===== config.mk =====
export PLATFORM = sky130hd
export DESIGN_NAME = seg7_scan_driver_flat
export DESIGN_NICKNAME = d
export VERILOG_FILES = /design/src/rtl/seg7_pkg.sv /design/src/rtl/seg7_scan_driver_if.sv /design/src/rtl/seg7_digit_decode.sv /design/src/rtl/seg7_scan_driver.sv /design/src/flat_wrapper.sv
export SDC_FILE = /design/constraint.sdc
export NUM_CORES = 1
export LEC_CHECK = 0
export ABC_AREA = 0
export BUFFER_PORTS_ARGS = -buffer_cell sky130_fd_sc_hd__buf_4
export CAP_MARGIN = 30
export CORE_MARGIN = 2
export CORE_UTILIZATION = 61
export DETAILED_ROUTE_END_ITERATION = 16
export GPL_TIMING_DRIVEN = 0
export PLACE_DENSITY_LB_ADDON = 0.2
export SYNTH_ARGS = -nofsm -noshare
export SYNTH_HDL_FRONTEND = slang
export SYNTH_SLANG_ARGS = --single-unit

===== constraint.sdc =====
create_clock -name clk -period 3.4 [get_ports clk]
set_input_delay 0 -clock clk [delete_from_list [all_inputs] [get_ports clk]]
set_output_delay 0 -clock clk [all_outputs]
set_load 0.02 [all_outputs]

===== src/rtl/seg7_pkg.sv =====
// Shared constants for the 7-segment scan driver: segment bit positions,
// active-high glyph patterns and the pin polarity helper.
package seg7_pkg;

  localparam int SEG_W = 7;

  // Segment bit positions inside a glyph (bit 0 = a ... bit 6 = g).
  localparam int SEG_A = 0;
  localparam int SEG_B = 1;
  localparam int SEG_C = 2;
  localparam int SEG_D = 3;
  localparam int SEG_E = 4;
  localparam int SEG_F = 5;
  localparam int SEG_G = 6;

  typedef logic [SEG_W-1:0] glyph_t;

  // Glyphs are active-high (1 = segment lit), written as gfedcba.
  localparam glyph_t GLYPH_0     = 7'b0111111;
  localparam glyph_t GLYPH_1     = 7'b0000110;
  localparam glyph_t GLYPH_2     = 7'b1011011;
  localparam glyph_t GLYPH_3     = 7'b1001111;
  localparam glyph_t GLYPH_4     = 7'b1100110;
  localparam glyph_t GLYPH_5     = 7'b1101101;
  localparam glyph_t GLYPH_6     = 7'b1111101;
  localparam glyph_t GLYPH_7     = 7'b0000111;
  localparam glyph_t GLYPH_8     = 7'b1111111;
  localparam glyph_t GLYPH_9     = 7'b1101111;
  localparam glyph_t GLYPH_A     = 7'b1110111;
  localparam glyph_t GLYPH_B     = 7'b1111100;
  localparam glyph_t GLYPH_C     = 7'b0111001;
  localparam glyph_t GLYPH_D     = 7'b1011110;
  localparam glyph_t GLYPH_E     = 7'b1111001;
  localparam glyph_t GLYPH_F     = 7'b1110001;
  localparam glyph_t GLYPH_BLANK = 7'b0000000;

  // Convert an internal active-high glyph to pin level.
  function automatic glyph_t apply_polarity(input glyph_t g, input logic active_low);
    return active_low ? ~g : g;
  endfunction

endpackage


===== src/rtl/seg7_scan_driver_if.sv =====
// Load port of the scan driver: one full display word per transfer.
//
// Handshake: a word transfers on a rising clk edge where load_valid and
// load_ready are both 1. The source holds load_valid/load_bcd/load_dp stable
// while load_ready is 0; load_ready does not depend on load_valid.
interface seg7_scan_driver_if #(
  parameter int NUM_DIGITS = 4
);
  logic                      load_valid;
  logic                      load_ready;
  logic [4*NUM_DIGITS-1:0]   load_bcd;
  logic [NUM_DIGITS-1:0]     load_dp;

  modport master (output load_valid, output load_bcd, output load_dp, input load_ready);
  modport slave  (input load_valid, input load_bcd, input load_dp, output load_ready);
endinterface


===== src/rtl/seg7_digit_decode.sv =====
// Combinational 4-bit code to active-high 7-segment glyph.
// Codes 10-15 show A,b,C,d,E,F when hex mode is on, otherwise blank.
module seg7_digit_decode
  import seg7_pkg::*;
(
  input  logic   [3:0] i_code,
  input  logic         i_hex_mode,
  output glyph_t       o_glyph
);

  // Glyph lookup; everything not explicitly listed stays blank.
  always_comb begin
    o_glyph = GLYPH_BLANK;
    case (i_code)
      4'd0:  o_glyph = GLYPH_0;
      4'd1:  o_glyph = GLYPH_1;
      4'd2:  o_glyph = GLYPH_2;
      4'd3:  o_glyph = GLYPH_3;
      4'd4:  o_glyph = GLYPH_4;
      4'd5:  o_glyph = GLYPH_5;
      4'd6:  o_glyph = GLYPH_6;
      4'd7:  o_glyph = GLYPH_7;
      4'd8:  o_glyph = GLYPH_8;
      4'd9:  o_glyph = GLYPH_9;
      4'd10: o_glyph = i_hex_mode ? GLYPH_A : GLYPH_BLANK;
      4'd11: o_glyph = i_hex_mode ? GLYPH_B : GLYPH_BLANK;
      4'd12: o_glyph = i_hex_mode ? GLYPH_C : GLYPH_BLANK;
      4'd13: o_glyph = i_hex_mode ? GLYPH_D : GLYPH_BLANK;
      4'd14: o_glyph = i_hex_mode ? GLYPH_E : GLYPH_BLANK;
      4'd15: o_glyph = i_hex_mode ? GLYPH_F : GLYPH_BLANK;
      default: o_glyph = GLYPH_BLANK;
    endcase
  end

endmodule


===== src/rtl/seg7_scan_driver.sv =====
// Multiplexed N-digit 7-segment driver. A display word is accepted into a
// shadow register and copied to the live display only at a frame boundary,
// so one frame never mixes two words. Digits are scanned round-robin with a
// dark guard interval at the start of every slot to stop ghosting.
module seg7_scan_driver
  import seg7_pkg::*;
#(
  parameter int NUM_DIGITS = 4,
  parameter int SCAN_DIV   = 1000,
  parameter int GUARD      = 2,
  parameter int HEX_MODE   = 0,
  parameter int LZ_BLANK   = 1,
  parameter int ACTIVE_LOW = 1
)(
  input  logic                   clk,
  input  logic                   rst,
  seg7_scan_driver_if.slave      load_if,
  input  logic                   enable,
  output logic [SEG_W-1:0]       seg,
  output logic                   dp,
  output logic [NUM_DIGITS-1:0]  an,
  output logic                   frame_tick
);

  localparam int DIV_W = (SCAN_DIV > 1) ? $clog2(SCAN_DIV) : 1;
  localparam int IDX_W = (NUM_DIGITS > 1) ? $clog2(NUM_DIGITS) : 1;
  localparam logic [DIV_W-1:0] DIV_LAST = DIV_W'(SCAN_DIV - 1);
  localparam logic [IDX_W-1:0] IDX_LAST = IDX_W'(NUM_DIGITS - 1);
  localparam logic             POL_LOW  = (ACTIVE_LOW != 0);

  // Inactive pin levels.
  localparam logic [NUM_DIGITS-1:0] AN_OFF  = POL_LOW ? {NUM_DIGITS{1'b1}} : {NUM_DIGITS{1'b0}};
  localparam logic [SEG_W-1:0]      SEG_OFF = POL_LOW ? {SEG_W{1'b1}} : {SEG_W{1'b0}};
  localparam logic                  DP_OFF  = POL_LOW;

  logic [4*NUM_DIGITS-1:0] r_shadow_bcd;
  logic [NUM_DIGITS-1:0]   r_shadow_dp;
  logic                    r_pending;
  logic [4*NUM_DIGITS-1:0] r_disp_bcd;
  logic [NUM_DIGITS-1:0]   r_disp_dp;
  logic [DIV_W-1:0]        r_div;
  logic [IDX_W-1:0]        r_idx;
  logic [SEG_W-1:0]        r_seg;
  logic                    r_dp;
  logic [NUM_DIGITS-1:0]   r_an;

  logic                    w_slot_end;
  logic                    w_wrap;
  logic                    w_accept;
  logic                    w_commit;
  logic [3:0]              w_code;
  logic                    w_dp_bit;
  logic                    w_blank;
  logic                    w_zero_run;
  logic                    w_guard_ok;
  logic                    w_lit;
  logic [NUM_DIGITS-1:0]   w_onehot;
  glyph_t                  w_glyph;

  assign w_slot_end = (r_div == DIV_LAST);
  // Frame boundary: the last cycle of the last digit slot, while scanning.
  assign w_wrap     = enable & w_slot_end & (r_idx == IDX_LAST);
  assign w_accept   = load_if.load_valid & ~r_pending;
  // Never coincides with w_accept: one needs pending=0, the other pending=1.
  assign w_commit   = w_wrap & r_pending;

  assign load_if.load_ready = ~r_pending;
  assign frame_tick         = w_wrap;

  // Accept a word into the shadow register; move it to the display at a frame boundary.
  always_ff @(posedge clk) begin
    if (rst) begin
      r_shadow_bcd <= '0;
      r_shadow_dp  <= '0;
      r_pending    <= 1'b0;
      r_disp_bcd   <= '0;
      r_disp_dp    <= '0;
    end else if (w_accept) begin
      r_shadow_bcd <= load_if.load_bcd;
      r_shadow_dp  <= load_if.load_dp;
      r_pending    <= 1'b1;
    end else if (w_commit) begin
      r_disp_bcd   <= r_shadow_bcd;
      r_disp_dp    <= r_shadow_dp;
      r_pending    <= 1'b0;
    end
  end

  // Slot divider and digit index; both freeze while the display is disabled.
  always_ff @(posedge clk) begin
    if (rst) begin
      r_div <= '0;
      r_idx <= '0;
    end else if (enable) begin
      if (w_slot_end) begin
        r_div <= '0;
        r_idx <= (r_idx == IDX_LAST) ? '0 : r_idx + 1'b1;
      end else begin
        r_div <= r_div + 1'b1;
      end
    end
  end

  // Select the current digit and decide leading-zero blanking, scanning from the top digit down.
  always_comb begin
    w_code     = 4'd0;
    w_dp_bit   = 1'b0;
    w_blank    = 1'b0;
    w_zero_run = 1'b1;
    for (int i = NUM_DIGITS - 1; i >= 0; i--) begin
      w_zero_run = w_zero_run & (r_disp_bcd[4*i +: 4] == 4'd0) & ~r_disp_dp[i];
      if (r_idx == IDX_W'(i)) begin
        w_code   = r_disp_bcd[4*i +: 4];
        w_dp_bit = r_disp_dp[i];
        w_blank  = (LZ_BLANK != 0) && (i > 0) && w_zero_run;
      end
    end
  end

  assign w_guard_ok = (int'(r_div) >= GUARD);
  assign w_lit      = enable & w_guard_ok & ~w_blank;
  assign w_onehot   = NUM_DIGITS'(1) << r_idx;

  seg7_digit_decode u_decode (
    .i_code     (w_code),
    .i_hex_mode (HEX_MODE != 0),
    .o_glyph    (w_glyph)
  );

  // Registered pin stage: drive the selected digit or hold every pin inactive.
  always_ff @(posedge clk) begin
    if (rst) begin
      r_an  <= AN_OFF;
      r_seg <= SEG_OFF;
      r_dp  <= DP_OFF;
    end else if (w_lit) begin
      r_an  <= POL_LOW ? ~w_onehot : w_onehot;
      r_seg <= apply_polarity(w_glyph, POL_LOW);
      r_dp  <= w_dp_bit ^ POL_LOW;
    end else begin
      r_an  <= AN_OFF;
      r_seg <= SEG_OFF;
      r_dp  <= DP_OFF;
    end
  end

  assign seg = r_seg;
  assign dp  = r_dp;
  assign an  = r_an;

endmodule


===== src/flat_wrapper.sv =====
// flat-port wrapper written by rule: the top's interface ports become plain ports
module seg7_scan_driver_flat import seg7_pkg::*;
#(
  parameter int NUM_DIGITS = 4,
  parameter int SCAN_DIV   = 1000,
  parameter int GUARD      = 2,
  parameter int HEX_MODE   = 0,
  parameter int LZ_BLANK   = 1,
  parameter int ACTIVE_LOW = 1
)
  (clk, rst, enable, seg, dp, an, frame_tick, load_if_load_valid, load_if_load_bcd, load_if_load_dp, load_if_load_ready);
  seg7_scan_driver_if #(.NUM_DIGITS(NUM_DIGITS)) load_if_i ();
  input  logic clk;
  input  logic rst;
  input  logic enable;
  output logic [SEG_W-1:0] seg;
  output logic dp;
  output logic [NUM_DIGITS-1:0] an;
  output logic frame_tick;
  input wire logic [$bits(load_if_i.load_valid)-1:0] load_if_load_valid;
  input wire logic [$bits(load_if_i.load_bcd)-1:0] load_if_load_bcd;
  input wire logic [$bits(load_if_i.load_dp)-1:0] load_if_load_dp;
  output wire logic [$bits(load_if_i.load_ready)-1:0] load_if_load_ready;
  assign load_if_i.load_valid = load_if_load_valid;
  assign load_if_i.load_bcd = load_if_load_bcd;
  assign load_if_i.load_dp = load_if_load_dp;
  assign load_if_load_ready = load_if_i.load_ready;
  seg7_scan_driver #(.NUM_DIGITS(NUM_DIGITS), .SCAN_DIV(SCAN_DIV), .GUARD(GUARD), .HEX_MODE(HEX_MODE), .LZ_BLANK(LZ_BLANK), .ACTIVE_LOW(ACTIVE_LOW)) u_core (.clk(clk), .rst(rst), .load_if(load_if_i), .enable(enable), .seg(seg), .dp(dp), .an(an), .frame_tick(frame_tick));
endmodule

==> impl_metrics.json <==
{
  "status": "finished, final reports clean",
  "core.rowCount": 24,
  "fin_skew_ps": 8.48,
  "postSynth.asyncResetShare_pct": 0,
  "switchingPower_w": 0.000348,
  "layout_common_cells": "65 x dfxtp_1, 59 x nand2_1, 43 x nor2_1",
  "synth.avg_cell_area_um2": 8.78,
  "drtAntennaViolNets": 0,
  "start_kind": "flip-flop",
  "synthCells": 318,
  "synth-seq-area-share_pct": 46.6,
  "drt-total-wl_um": 6190,
  "endpoint_kind": "flip-flop",
  "multi_input_area_um2": 1320,
  "htreeDepth": 3,
  "antenna_found_initial": 0,
  "setup_violations": 0,
  "ys_ff_latch": 65,
  "timing.fmax_mhz": 440,
  "drive_gt1_share_pct": 16.6,
  "port_buffers": 36,
  "n_fill_cell": 305,
  "layout.nets": 417,
  "dpl.hpwl_um": 4090,
  "synth_top_cell_area_share_pct": 46.6,
  "drtIter0Drc": 216,
  "seq_area_um2": 1300,
  "fin_crit_ps": 2270,
  "p_int_w": 0.00110,
  "die_y_um": 71.6,
  "cts_root_buf": "clkbuf_8",
  "track_usage_pct": 26.8,
  "cp_data_required_time_ps": 3590,
  "final_area_um2": 3500,
  "diodes": 0,
  "cts_tree": "built",
  "finalNonFillerCells": 444,
  "vias_per_cell": 5.53,
  "place_congestion": 0.832,
  "dieWidth_um": 71.6,
  "synth_top_cell_by_area": "dfxtp_1",
  "drv_cap": 0,
  "path_max_fanout": 10,
  "coreArea_um2": 4380,
  "rsz0062_at_grt": "false",
  "post_cts_buffers": 0,
  "insertion_delay_ps": 340,
  "die_area_um2": 5130,
  "synthTopCellsByArea": "dfxtp_1 47%, nand2_1 7.9%, mux2i_1 7.9%",
  "path_class": "flip-flop to flip-flop",
  "power_density_nw_per_um2": 415,
  "maxSlewViolCount": 0,
  "wl_per_cell_um": 13.9,
  "firstDrtPassIters": 4,
  "power_frac_seq_pct": 54.8,
  "synth-main-ff-cell": "dfxtp_1",
  "cts_made_buffers": 9,
  "drc_errors": 0,
  "fin_setup_tns_ps": 0,
  "power_frac_comb_pct": 8.2,
  "area_growth_pct": 25.5,
  "io_pins": 38,
  "clkTransAtPathRegs_ps": 60,
  "finalCritPeriodShare_pct": 66.8,
  "dp.cells": 406,
  "synth_cell_type_count": 38,
  "grt_overflow": 0,
  "power.total_w": 0.00145,
  "clkSinkCount": 65,
  "sw_frac_of_total_pct": 24.0,
  "grt_pass1_vias": 2372,
  "vias": 2455,
  "syn_area_um2": 2790,
  "clockBufferDepth": 2,
  "yosysWarnings": 0,
  "grt_pass1_wl_um": 10700,
  "initial_core_util_pct": 63.7,
  "hold_viol": 0,
  "grt_start_max_net_pins": 11,
  "placedInstanceArea_um2": 3130,
  "hp-class": "input port to flip-flop",
  "holdWs_ps": 55.5,
  "layout.cells.most_common": "dfxtp_1",
  "p_leak_nw": 1.35,
  "clockPowerShare_pct": 37.0,
  "syn_nets": 348,
  "crit_arrival_ps": 2460,
  "synth_edf_count": 0,
  "vdd_ir_drop_max_v": 0.000312,
  "worst_pin_slew_ps": 556,
  "max_slew_margin_pct": 62.9
}
## power by group through the flow
stage	registers (W)	clock network (W)	logic, W
4_1_cts	0.000796	0.000542	0.000117
2_1_floorplan	0.000816	0	0.0000496
3_3_place_gp	0.000812	0	0.0000940
3_5_place_dp	0.000813	0	0.0000967
5_1_grt	0.000798	0.000581	0.000133
6_report	0.000797	0.000537	0.000119
## Yosys cell counts (4+ instances only)
cell and n:
a211oi_1 6, nor2_1 43, nand2_1 59, buf_2 6
nor4_1 4, a21oi_1 25, xor2_1 6, o21ai_0 7
inv_1 7, clkbuf_1 9, xnor2_1 4, ha_1 6
dfxtp_1 65, mux2i_1 22, nand3b_1 5
## worst paths after layout
check | from | endpoint | slack (ps) | cells past startpoint
setup / recovery | u_core.r_idx[0] | u_core.seg[3] | 1130 | 9
hold reg to reg | u_core.r_shadow_bcd[10] | u_core.r_shadow_bcd[10] | 450 | 2
setup reg to reg | u_core.r_idx[0] | u_core.seg[3] | 1130 | 9
hold / removal | rst | u_core.seg[5] | 60 | 4
## kinds of logic after synthesis
logic type,after synthesis,synth area share [%]
flops,65,46.6
buf+inv,30,6.28
xor+xnor,10,3.14
fa+ha+maj,6,2.69
mux,22,7.89
simple gates,135,21.7
compound gates,50,11.7
## sequential cells by signal (all words and copies together) (netlist names), 2 cells and up
name,flops
u_core.r_shadow_bcd,16
u_core.seg,7
u_core.r_idx,2
u_core.r_disp_bcd,16
u_core.an,4
u_core.r_disp_dp,4
u_core.r_div,10
u_core.r_shadow_dp,4
## cell type report
type	count	share of cell area [%]
multi-input cells	223	37.5
flip-flops and latches	65	37.2
repair buffers	58	14.0
plain buffers	23	4.25
clock buffers	12	3.86
well taps	52	1.86
inverters	7	0.750
clock inverters	4	0.572
## metal layers
metal	wire [µm]	global-route usage (%)	share of wire [%]	up-vias
li1	-	-	-	1216
met1	2740	33.4	44	1154
met2	3050	44.9	49	72
met3	289	7.03	4.7	13
met4	103	9.64	1.7	0
met5	0	0	0	-
## critical path, cell delays in order (launching register included)
cell and delay [ps]:
dfxtp_1 420, inv_1 90, ha_1 250, buf_2 190
nand3b_1 180, a221oi_2 330, buf_2 270, nor2_1 70
o21ai_0 180, o2111ai_1 130
## repair_timing
action | in CTS | in global routing
gates resized for setup | 0 | 0
endpoints found under the setup margin | 0 | 0
hold buffers | 22 | 0
hold endpoints to repair | 24 | 0
## stage by stage
| step | util (%) | setup WS, ps |
|---|---|---|
| global placement | 71.3 | 1250 |
| finish | 79.9 | 1130 |
| CTS | 79.9 | 1190 |
| floorplan | - | 1480 |
| detailed placement | 71.3 | 1200 |
| global route | 79.9 | 876 |
Note: power is estimated with default switching activity, not from simulation.
